File: config.mk
export PLATFORM = sky130hd
export DESIGN_NAME = uart_tx_flat
export DESIGN_NICKNAME = d
export VERILOG_FILES = /design/src/rtl/uart_tx_if.sv /design/src/rtl/uart_tx.sv /design/src/flat_wrapper.sv
export SDC_FILE = /design/constraint.sdc
export NUM_CORES = 1
export LEC_CHECK = 0
export BUFFER_PORTS_ARGS = -buffer_cell sky130_fd_sc_hd__clkbuf_2
export CAP_MARGIN = 0
export CORE_MARGIN = 1
export CORE_UTILIZATION = 54
export DETAILED_ROUTE_END_ITERATION = 6
export PLACE_DENSITY = 0.86
export SYNTH_ARGS = -nofsm -noshare
export SYNTH_HDL_FRONTEND = slang
export SYNTH_SLANG_ARGS = --single-unit
export TNS_END_PERCENT = 100
File: constraint.sdc
create_clock -name clk -period 2.1 [get_ports clk]
set_input_delay 0.105 -clock clk [delete_from_list [all_inputs] [get_ports clk]]
set_output_delay 0.105 -clock clk [all_outputs]
set_load 0.005 [all_outputs]
File: src/rtl/uart_tx_if.sv
// Write-side handshake between the sample/command logic and the UART transmitter FIFO.
interface uart_tx_if;
  logic       i_TX_en;
  logic [7:0] i_TX_word;
  logic       o_TX_ready;

  modport master (output i_TX_en, output i_TX_word, input o_TX_ready);
  modport slave  (input i_TX_en, input i_TX_word, output o_TX_ready);
endinterface

File: src/rtl/uart_tx.sv
// Byte UART transmitter: 8N1/8N2, LSB first, idle high, fed by a small word FIFO.
//
// state | meaning
// IDLE  | line high, waiting for a tick with a queued word
// START | driving the start bit (low)
// DATA  | driving data bits 0..7, LSB first
// STOP  | driving STOP_BITS stop periods; may chain straight into the next START
module uart_tx #(
  parameter int FIFO_DEPTH = 4,
  parameter int STOP_BITS  = 1
) (
  input  logic     clk,
  input  logic     rst,
  input  logic     i_BAUD_EN,
  uart_tx_if.slave tx,
  output logic     o_TX_B,
  output logic     o_busy,
  output logic     o_TX_done
);

  localparam int PW = (FIFO_DEPTH > 1) ? $clog2(FIFO_DEPTH) : 1;
  localparam int CW = $clog2(FIFO_DEPTH + 1);
  localparam logic [CW-1:0] DEPTH_C   = CW'(FIFO_DEPTH);
  localparam logic          LAST_STOP = 1'(STOP_BITS - 1);

  typedef enum logic [1:0] {IDLE, START, DATA, STOP} state_t;

  state_t        state;
  logic [7:0]    mem [FIFO_DEPTH];
  logic [PW-1:0] wr_ptr, rd_ptr;
  logic [CW-1:0] count, count_nxt;
  logic [7:0]    shift;
  logic [2:0]    bit_idx;
  logic          stop_cnt;
  logic          wr, load, pop;

  assign wr = tx.i_TX_en && tx.o_TX_ready;

  // Pop decision uses the count from the start of the cycle, so a word written
  // in this same cycle can never be the one popped.
  always_comb begin
    load = 1'b0;
    if (i_BAUD_EN) begin
      case (state)
        IDLE:    load = 1'b1;
        STOP:    load = (stop_cnt == LAST_STOP);
        default: load = 1'b0;
      endcase
    end
    pop = load && (count != '0);
    count_nxt = count;
    if (wr && !pop)
      count_nxt = count + CW'(1);
    else if (!wr && pop)
      count_nxt = count - CW'(1);
  end

  always_ff @(posedge clk) begin
    if (wr)
      mem[wr_ptr] <= tx.i_TX_word;
  end

  always_ff @(posedge clk or posedge rst) begin
    if (rst) begin
      wr_ptr        <= '0;
      rd_ptr        <= '0;
      count         <= '0;
      tx.o_TX_ready <= 1'b1;
    end else begin
      if (wr)
        wr_ptr <= wr_ptr + PW'(1);
      if (pop)
        rd_ptr <= rd_ptr + PW'(1);
      count         <= count_nxt;
      tx.o_TX_ready <= (count_nxt < DEPTH_C);
    end
  end

  always_ff @(posedge clk or posedge rst) begin
    if (rst) begin
      state     <= IDLE;
      shift     <= '0;
      bit_idx   <= '0;
      stop_cnt  <= 1'b0;
      o_TX_B    <= 1'b1;
      o_busy    <= 1'b0;
      o_TX_done <= 1'b0;
    end else begin
      o_TX_done <= 1'b0;
      if (i_BAUD_EN) begin
        case (state)
          IDLE: begin
            if (pop) begin
              shift  <= mem[rd_ptr];
              state  <= START;
              o_TX_B <= 1'b0;
              o_busy <= 1'b1;
            end
          end
          START: begin
            state   <= DATA;
            bit_idx <= '0;
            o_TX_B  <= shift[0];
          end
          DATA: begin
            if (bit_idx == 3'd7) begin
              state    <= STOP;
              stop_cnt <= 1'b0;
              o_TX_B   <= 1'b1;
            end else begin
              shift   <= {1'b0, shift[7:1]};
              bit_idx <= bit_idx + 3'd1;
              o_TX_B  <= shift[1];
            end
          end
          STOP: begin
            if (load) begin
              o_TX_done <= 1'b1;
              // Chaining straight to START keeps o_busy high with no idle gap.
              if (pop) begin
                shift  <= mem[rd_ptr];
                state  <= START;
                o_TX_B <= 1'b0;
              end else begin
                state  <= IDLE;
                o_busy <= 1'b0;
              end
            end else begin
              stop_cnt <= stop_cnt + 1'b1;
            end
          end
          default: begin
            state  <= IDLE;
            o_TX_B <= 1'b1;
            o_busy <= 1'b0;
          end
        endcase
      end
    end
  end

endmodule

File: src/flat_wrapper.sv
// flat-port wrapper written by rule: the top's interface ports become plain ports
module uart_tx_flat 
#(
  parameter int FIFO_DEPTH = 4,
  parameter int STOP_BITS  = 1
)
  (clk, rst, i_BAUD_EN, o_TX_B, o_busy, o_TX_done, tx_i_TX_en, tx_i_TX_word, tx_o_TX_ready);
  uart_tx_if tx_i ();
  input  logic clk;
  input  logic rst;
  input  logic i_BAUD_EN;
  output logic o_TX_B;
  output logic o_busy;
  output logic o_TX_done;
  input wire logic [$bits(tx_i.i_TX_en)-1:0] tx_i_TX_en;
  input wire logic [$bits(tx_i.i_TX_word)-1:0] tx_i_TX_word;
  output wire logic [$bits(tx_i.o_TX_ready)-1:0] tx_o_TX_ready;
  assign tx_i.i_TX_en = tx_i_TX_en;
  assign tx_i.i_TX_word = tx_i_TX_word;
  assign tx_o_TX_ready = tx_i.o_TX_ready;
  uart_tx #(.FIFO_DEPTH(FIFO_DEPTH), .STOP_BITS(STOP_BITS)) u_core (.clk(clk), .rst(rst), .i_BAUD_EN(i_BAUD_EN), .tx(tx_i), .o_TX_B(o_TX_B), .o_busy(o_busy), .o_TX_done(o_TX_done));
endmodule
==> flow_summary_export.csv <==
group,metric,value,unit
clocking,cts_buffers,9,
yosys,synthXorXnorAreaFrac,0.0128,
critical_path,cpMostUsedCell,"ha_2",
yosys,synthArstFlopShare,0.439,
global_route,grt_overflow,0,
timing,finalHoldViolCount,0,
min_path,hold_class,"input pin to flop",
clocking,clk-insertion-delay-late,0.35,ns
detailed_routing,wire_per_inst,16.9,um
finish,diodes,0,
timing,setup_violations,0,
clocking,clk_pin_slew,0.07,ns
critical_path,crit_slowest_cell,"dfrtp_1",
finish,final_cell_mix,"32 x edfxtp_1, 23 x dfrtp_1, 15 x clkbuf_2, 15 x buf_4, 12 x ha_1",
clocking,htree_num_levels,3,
yosys,yosys_register_bits,57,
critical_path,regToRegStartpoint,"u_core.state[1]$_DFFE_PP0P_",
placement,place.gp.congestion,0.802,
min_path,holdPathStages,3,
critical_path,worstPathRequired,2.36,ns
die,fp.dieH,73.3,um
die,core,4820,um2
timing,tightestPinTransition,0.422,ns
yosys,synth_enable_flop_cells,32,
yosys,avgSynthCellArea,14.9,um2
critical_path,crit_fanout,5,
die,rows,25,
yosys,ys_seq_area_frac,0.579,
timing,relSlewSlack,0.719,
power,total_power,4960,uW
global_route,grt_use_total,0.212,
yosys,synthMuxAreaShare,0.146,
detailed_routing,firstDrtPassIters,4,
timing,slew_viol_final,0,
timing,fin_crit_sh,0.978,
global_route,grt_pass1_wl,7850,um
yosys,synth_top_family_by_area,"multiplexers",
detailed_routing,first_iter_violations,123,
yosys,synth_ff_type,"edfxtp_1",
timing,period_minus_slack,2.05,ns
yosys,synth_cell_types,39,
critical_path,reg2reg_slack,0.05,ns
min_path,min-delay-start,"tx_i_TX_en",
finish,utilization,0.696,
placement,hpwl,3150,um
clocking,cts_tree,"built",
finish,multiInputGateArea,1110,um2
clocking,ctsLongestPathBuffers,2,
yosys,synth_compound_area_frac,0.0934,
outcome,status,"finished, final reports clean",
detailed_routing,num_vias,1685,
global_route,grt_pass1_vias,1700,
finish,final_common_cell,"edfxtp_1",
timing,fmax,0.487,GHz
detailed_routing,ant_nets,0,
critical_path,r2r.worst_path.cells,9,
yosys,synthAdderAreaFrac,0.0729,
finish,area_delta_synth_final,22.1,%
clocking,clkSinkCount,57,
critical_path,end_kind,"flop",
clocking,root_buffer,"clkbuf_8",
critical_path,crit_chain,"inv_2, ha_2, nand2b_4, a211oi_4, ha_2, nand2_2, o21ai_2, a21oi_2, a31oi_1",
detailed_routing,drc,0,
finish,n_fill_cell,316,
die,die_area,5380,um2
placement,io_buffers,15,
die,fp.dieW,73.3,um
power,p_leak,0.00140,uW
run,drv_cap,0,
global_route,antenna_found_initial,0,
global_route,grt_max_degree,26,
yosys,yosys_warnings,0,
yosys,syn_nets,212,
critical_path,start_kind,"flop",
min_path,hold_end,"u_core.wr_ptr[0]$_DFFE_PP0P_",
finish,final-seq-area,1590,um2
yosys,synthesis.instances,184,
detailed_routing,viasPerCell,5.56,
die,ios,16,
finish,finalNetCount,259,
critical_path,critPathKind,"flop to flop",
detailed_routing,drt-total-wl,5130,um
timing,final.setup_skew,0.0109,ns
yosys,syn_area,2750,um2
critical_path,worstPathArrival,2.32,ns
finish,drive_above_1_share,0.390,
yosys,synth-simple-area-share,0.0661,
critical_path,cpPeakStageDelay,0.43,ns
power,pwr_density_cell,1480,nW/um2
die,start_util,0.570,
power,max-vdd-ir-drop,0.747,mV
## worst max-delay path by stage
| stage | start | to | slack, ns |
|---|---|---|---|
| floorplan | u_core.state[0]$_DFFE_PP0P_ | flop | 0.007 |
| global placement | u_core.count[0]$_DFFE_PP0P_ | u_core.shift[5]$_DFFE_PP0P_ | 0.13 |
| detailed placement | u_core.state[0]$_DFFE_PP0P_ | u_core.count[1]$_DFFE_PP0P_ | 0.05 |
| CTS | u_core.state[1]$_DFFE_PP0P_ | u_core.count[1]$_DFFE_PP0P_ | 0.02 |
| global route | u_core.state[1]$_DFFE_PP0P_ | flop | -0.07 |
| finish | u_core.state[1]$_DFFE_PP0P_ | flop | 0.05 |
## routing by layer
metal  track usage  vias up  routed length [um]
met5             0        -                   0
met4         0.132        0                 176
met3        0.0796       20                 214
met2         0.326       57                2580
met1         0.254      824                2160
li1              -      784                   -
## critical path, delay by kind of cell, from the launching register on
family | cells | cell delay, ns
flops | 1 | 0.43
fa+ha+maj | 2 | 0.55
buf+inv | 1 | 0.08
compound gates | 4 | 0.69
simple gates | 2 | 0.22
## sequential cells by signal (all words and copies together), names as in the netlist, named ones only
signal                cells
u_core.state              2
u_core.o_TX_done          1
u_core.count              2
u_core.o_busy             1
u_core.tx.o_TX_ready      1
u_core.mem               32
u_core.wr_ptr             2
u_core.rd_ptr             2
u_core.stop_cnt           1
u_core.bit_idx            3
u_core.o_TX_B             1
u_core.shift              8
## cell usage after synthesis (4+ instances only)
library cell,count,share of area
dfrtp_1,23,0.21
ha_1,16,0.073
edfxtp_1,32,0.35
a21oi_1,5,0.0091
o21ai_0,9,0.016
mux4_2,8,0.066
mux2_2,9,0.037
mux2_4,8,0.044
nor2b_1,6,0.014
nand2_1,9,0.012
inv_1,12,0.016
and3_1,4,0.0091
a22o_1,5,0.016
## stage by stage
| stage | setup TNS [ns] | worst slack (ns) | hold slack [ns] | cells | instance area, um2 |
|---|---|---|---|---|---|
| after floorplan | 0 | 0.00722 | 0.131 | 184 | 2750 |
| after global placement | 0 | 0.129 | 0.147 | 273 | 2970 |
| after detailed placement | 0 | 0.0501 | 0.152 | 273 | 2970 |
| after CTS | 0 | 0.0194 | 0.136 | 300 | 3290 |
| after global routing | -0.0763 | -0.0709 | 0.184 | 303 | 3350 |
| final | 0 | 0.0466 | 0.170 | 303 | 3350 |
## power breakdown
part | internal, uW | switching [uW]
Clock | 572 | 503
Sequential | 1550 | 239
Combinational | 1140 | 955
Total | 3260 | 1700
## logic make-up (layout without fill, tap and decap cells)
logic type / Yosys count / after routing
compound gates: 33 / 33
xor+xnor: 4 / 4
fa+ha+maj: 16 / 16
buf+inv: 19 / 71
flops: 57 / 57
mux: 25 / 25
simple gates: 30 / 30
## area by class of cell
class,count,area share
Sequential cell,57,0.474
Multi-Input combinational cell,108,0.331
Timing Repair Buffer,41,0.0922
Clock buffer,9,0.0369
Clock inverter,7,0.0254
Tap cell,67,0.0250
Inverter,14,0.0157
## timing repair
item                                    in CTS  in global routing
hold buffers                                 9                  0
endpoints found under the setup margin       1                 10
resized for setup                            0                 10
buffers inserted                             2                  3
pin swaps                                    0                  4
endpoints found under the hold margin       55                  0
cloned                                       0                  0
No activity file was read; power rests on OpenSTA's default activity.
